### config.mk
export PLATFORM = sky130hd
export DESIGN_NAME = grf_wb_arbiter
export DESIGN_NICKNAME = d
export VERILOG_FILES = /design/src/rtl/grf_wb_arbiter.sv
export SDC_FILE = /design/constraint.sdc
export NUM_CORES = 1
export LEC_CHECK = 0
export CAP_MARGIN = 0
export CORE_ASPECT_RATIO = 0.75
export CORE_MARGIN = 2
export CORE_UTILIZATION = 32
export CTS_CLUSTER_SIZE = 25
export DETAILED_ROUTE_END_ITERATION = 12
export PLACE_DENSITY = 0.64
export SLEW_MARGIN = 0
export SYNTH_ARGS = -nofsm -noshare
export SYNTH_HDL_FRONTEND = slang
export SYNTH_SLANG_ARGS = --single-unit
### constraint.sdc
create_clock -name clk -period 7.4 [get_ports clk]
set_input_delay 1.11 -clock clk [delete_from_list [all_inputs] [get_ports clk]]
set_output_delay 1.11 -clock clk [all_outputs]
set_load 0.005 [all_outputs]
### src/rtl/grf_wb_arbiter.sv
// GRF write-port arbiter: merges zero-latency W-stage writes with queued mult/div results
// and tracks registers awaiting MD results. Optional write trace under `WBA_TRACE_EN`.
module grf_wb_arbiter #(
    parameter int DEPTH        = 4,
    parameter int AW           = 2,
    parameter int STARVE_LIMIT = 8
) (
    input  logic        clk,
    input  logic        reset,
    input  logic        wb_we,
    input  logic [4:0]  wb_adr,
    input  logic [31:0] wb_wd,
    input  logic [31:0] wb_pc,
    input  logic        md_issue,
    input  logic [4:0]  md_issue_adr,
    output logic        md_issue_ok,
    input  logic        md_valid,
    input  logic [4:0]  md_adr,
    input  logic [31:0] md_wd,
    input  logic [31:0] md_pc,
    output logic        md_ready,
    output logic [31:0] pend,
    output logic        wb_hold,
    output logic        reg_we,
    output logic [4:0]  reg_adr3,
    output logic [31:0] reg_wd,
    output logic [31:0] WPC
);

    localparam int SW = $clog2(STARVE_LIMIT + 1);
    localparam logic [AW:0]   CNT_ONE    = 1;
    localparam logic [AW:0]   CNT_FULL   = DEPTH[AW:0];
    localparam logic [AW-1:0] PTR_ONE    = 1;
    localparam logic [SW-1:0] STARVE_ONE = 1;
    localparam logic [SW-1:0] STARVE_MAX = STARVE_LIMIT[SW-1:0];

    logic [4:0]    adr_mem_q [DEPTH];
    logic [31:0]   wd_mem_q  [DEPTH];
    logic [31:0]   pc_mem_q  [DEPTH];

    logic [AW-1:0] rptr_q, rptr_d;
    logic [AW-1:0] wptr_q, wptr_d;
    logic [AW:0]   count_q, count_d;
    logic [31:0]   pend_q, pend_d;
    logic [SW-1:0] starve_q, starve_d;
    logic          hold_q, hold_d;

    logic empty, wb_sel, fifo_sel, push, store;

    always_comb begin
        empty       = (count_q == '0);
        wb_sel      = !reset && wb_we && (wb_adr != 5'd0) && !hold_q;
        fifo_sel    = !reset && !empty && (!wb_sel || hold_q);
        // Readiness comes from the registered count only, so a same-cycle pop never frees a slot early.
        md_ready    = !reset && (count_q < CNT_FULL);
        push        = md_valid && md_ready;
        store       = push && (md_adr != 5'd0);
        md_issue_ok = !reset && !pend_q[md_issue_adr];
        pend        = pend_q;
        wb_hold     = hold_q;

        reg_we   = 1'b0;
        reg_adr3 = 5'd0;
        reg_wd   = 32'd0;
        WPC      = 32'd0;
        if (wb_sel) begin
            reg_we   = 1'b1;
            reg_adr3 = wb_adr;
            reg_wd   = wb_wd;
            WPC      = wb_pc;
        end else if (fifo_sel) begin
            reg_we   = 1'b1;
            reg_adr3 = adr_mem_q[rptr_q];
            reg_wd   = wd_mem_q[rptr_q];
            WPC      = pc_mem_q[rptr_q];
        end
    end

    always_comb begin
        rptr_d  = fifo_sel ? rptr_q + PTR_ONE : rptr_q;
        wptr_d  = store ? wptr_q + PTR_ONE : wptr_q;
        count_d = count_q;
        case ({store, fifo_sel})
            2'b10:   count_d = count_q + CNT_ONE;
            2'b01:   count_d = count_q - CNT_ONE;
            default: count_d = count_q;
        endcase

        // A new reservation wins over the clear from a retiring result to the same register.
        pend_d = pend_q;
        if (fifo_sel) pend_d[adr_mem_q[rptr_q]] = 1'b0;
        if (md_issue && (md_issue_adr != 5'd0)) pend_d[md_issue_adr] = 1'b1;
        pend_d[0] = 1'b0;

        starve_d = starve_q;
        if (empty || fifo_sel) begin
            starve_d = '0;
        end else if (wb_sel && (starve_q != STARVE_MAX)) begin
            starve_d = starve_q + STARVE_ONE;
        end

        hold_d = hold_q;
        if (fifo_sel) begin
            hold_d = 1'b0;
        end else if (starve_d >= STARVE_MAX) begin
            hold_d = 1'b1;
        end
    end

    always_ff @(posedge clk) begin
        if (reset) begin
            rptr_q   <= '0;
            wptr_q   <= '0;
            count_q  <= '0;
            pend_q   <= '0;
            starve_q <= '0;
            hold_q   <= 1'b0;
        end else begin
            rptr_q   <= rptr_d;
            wptr_q   <= wptr_d;
            count_q  <= count_d;
            pend_q   <= pend_d;
            starve_q <= starve_d;
            hold_q   <= hold_d;
        end
    end

    always_ff @(posedge clk) begin
        if (store) begin
            adr_mem_q[wptr_q] <= md_adr;
            wd_mem_q[wptr_q]  <= md_wd;
            pc_mem_q[wptr_q]  <= md_pc;
        end
    end

`ifdef WBA_TRACE_EN
    // This is the single print point for GRF writes; the GRF's own trace must be off.
    always @(posedge clk) begin
        if (reg_we && (reg_adr3 != 5'd0)) begin
            $display("@%h: $%d <= %h", WPC, reg_adr3, reg_wd);
        end
    end
`else
    // Trace disabled: no simulation output.
`endif

endmodule

==> flow_metrics.py <==
metrics = {
    "clock_tree": {
        "cts_root_buf": "clkbuf_16",
        "clk_latency_ns": 0.52,
        "cts_inserted_buffers": 35,
        "post-cts-setup-buffers": 0,
        "numClockSinks": 321,
        "cts-hold-fix-buffers": 0,
        "clk_pin_slew_ns": 0.06,
        "ctsResizeCount": 0,
        "cts_buffer_depth": 3,
        "htreeDepth": 2,
        "cts_tree": "done",
    },
    "synth": {
        "synth_ff_type": "edfxtp_1",
        "netlist_area_um2": 13100,
        "synth-edff-count": 276,
        "ys_seq_elements": 321,
        "syn_avg_cell_area_um2": 17.6,
        "synth.largest_area_cell": "edfxtp_1",
        "synthesis.nets": 900,
        "synthTopCellsByArea": "edfxtp_1 (63%), mux4_2 (13%), dfxtp_1 (6.9%)",
        "synth.distinct_cells": 52,
        "yosysSeqAreaShare_pct": 70.2,
        "yosys_warnings": 0,
        "synthCells": 744,
        "ys_async_sr_fraction_pct": 0,
        "yosys.area.top_type_share_pct": 63.3,
    },
    "setup_path": {
        "critical_path_depth": 7,
        "cp.buffers_inverters": 3,
        "reg2reg_depth": 10,
        "cp_max_fo": 49,
        "cp-end-kind": "primary output",
        "crit_chain": "clkdlybuf4s50_1 -> or4_1 -> o21a_4 -> nor2_4 -> buf_4 -> a22o_1 -> clkdlybuf4s50_1",
        "start_kind": "input pin",
        "worstSetupPathType": "input pin to primary output",
        "cpMostUsedCell": "clkdlybuf4s50_1",
        "cp_slowest_cell": "nor2_4",
        "max_stage_delay_ns": 0.85,
        "required_ns": 6.29,
        "worstPathArrival_ns": 4.46,
        "cp_top_family": "simple AND/OR/NAND/NOR gates",
    },
    "placed_design": {
        "place_area_um2": 16200,
        "place_inst": 1485,
        "hpwl_um": 20000,
        "gp_congestion": 0.788,
        "io_buffer_count": 251,
        "dp_slack_ns": 1.73,
    },
    "floorplanning": {
        "ios": 253,
        "start_util_pct": 32.3,
        "rows": 64,
        "die_y_um": 179,
        "core-area_um2": 40600,
        "die_area_um2": 42600,
        "fp.dieW_um": 238,
    },
    "drt": {
        "drcViolationCount": 0,
        "viasPerCell": 5.05,
        "ant_nets": 0,
        "vias": 7826,
        "wl_per_cell_um": 20.3,
        "finalWirelength_um": 31500,
        "drt-initial-drc-count": 645,
        "dr.pass1.iters": 6,
    },
    "cells_and_area": {
        "layout_commonest_cell": "edfxtp_1",
        "drive_above_1_share_pct": 15.2,
        "final_net_count": 1150,
        "final_cells": 1551,
        "post-route-util_pct": 42.6,
        "layout_common_cells": "edfxtp_1 (276), clkdlybuf4s50_1 (251), mux4_2 (75), a22o_1 (69), dfxtp_1 (43)",
        "fin_area_um2": 17300,
        "area.growth.synth_to_final_pct": 32.0,
    },
    "pwr": {
        "cellLeakagePower_nw": 5.47,
        "cellPowerDensity_nw_per_um2": 258,
        "vdd_ir_drop_max_mv": 0.151,
    },
    "worst_hold_path": {
        "holdPathStages": 2,
        "min_path_type": "register to register",
    },
    "outcome": {
        "status": "completed",
    },
    "grt": {
        "grt_usage_pct": 14.7,
        "grt_overflow": 0,
        "grt_start_max_net_pins": 53,
        "antenna_found_initial": 3,
        "grt_pass1_wl_um": 47400,
        "grt_pass1_vias": 7781,
    },
    "sta": {
        "rsz0062_at_grt": "no",
        "skew_ns": 0.0110,
        "finalSetupViolations": 0,
        "worst_pin_slew_ns": 1.00,
        "finalSetupTns_ns": 0,
        "fin_crit_sh_pct": 75.2,
        "slew_headroom_pct": 32.3,
        "hold_violations": 0,
        "setup_slack_ns": 1.83,
        "min_period_ns": 5.57,
        "final-max-slew-violation-count": 0,
        "clock.fmax_ghz": 0.180,
    },
    "flow_run": {
        "maxCapViolCount": 0,
    },
}
per-layer routing:
layer | global-route usage (%) | wire length [um]
met5 | 0 | 24
met4 | 3.96 | 632
met3 | 3.74 | 2270
met2 | 23.3 | 14400
met1 | 20.3 | 14200
report_power, final:
group / internal (mW) / total (mW) / switching [mW]
clock network: 0.976 / 1.68 / 0.700
logic: 0.393 / 0.710 / 0.316
registers: 2.02 / 2.07 / 0.0470
cells by family (layout without fill, tap and decap cells):
family,Yosys count,after routing,share of synthesized area [%]
DFF,321,321,70.2
other,1,4,0.0286
buffers and inverters,61,337,2.01
AOI/OAI and AO/OA,155,155,8.42
adders and majority gates,8,8,0.822
xor gates and xnor gates,5,5,0.334
muxes,82,82,13.5
and+or+nand+nor,111,111,4.76
synthesized netlist by cell type, drive strengths merged, types with 2 or more instances:
master	count
buf	24
xnor2	2
or2	2
nor2b	4
clkbuf	26
xor2	3
nor2	36
nand2	9
o21ai	20
dfxtp	45
a22o	69
ha	7
nand2b	6
a31oi	2
mux4	75
a21oi	42
edfxtp	276
or3	3
a311oi	3
or4	3
nand4bb	2
nand4b	2
a211oi	11
nor4b	2
nor3	28
inv	11
mux2i	4
mux2	3
nand3	2
and2	5
worst paths after layout:
| check | start | slack, ns | end |
|---|---|---|---|
| setup / recovery | wb_adr[3] | 1.83 | reg_wd[30] |
| hold / removal | rptr_q[1] | 0.47 | register |
| setup reg to reg | wb_hold | 3.90 | count_q[2] |
| hold reg to reg | rptr_q[1] | 0.47 | register |
state kept, by name (all words and copies together) (netlist names), named ones only:
register and flops:
pc_mem_q 128, wd_mem_q 128, pend 31, adr_mem_q 20
starve_q 4, count_q 3, rptr_q 2, wptr_q 2
wb_hold 1
worst reg2reg max path: stages, from the launching register on:
cell     delay (ns)
dfxtp_1        0.41
nor3b_1        0.15
o21a_4         0.32
nor2_4         0.85
buf_4          0.42
ha_1           0.23
inv_1          0.06
fa_1           0.37
xor2_1         0.17
or3_1          0.31
a21oi_1        0.14
area by class of cell:
cell class	count	area (um2)
multi-input cells	362	3670
clock inverters	21	174
clock buffers	42	933
flip-flops and latches	321	9200
inverters	11	41.3
repair buffers	263	2600
diodes	3	7.51
fillers	3547	23300
well taps	528	661
stage by stage:
step	total power [mW]	hold WS (ns)
after floorplan	2.49	0.453
after CTS	4.53	0.482
after detailed placement	2.83	0.468
after global placement	2.82	0.464
final	4.46	0.474
after global routing	4.65	0.504
No activity file was read; power rests on OpenSTA's default activity.
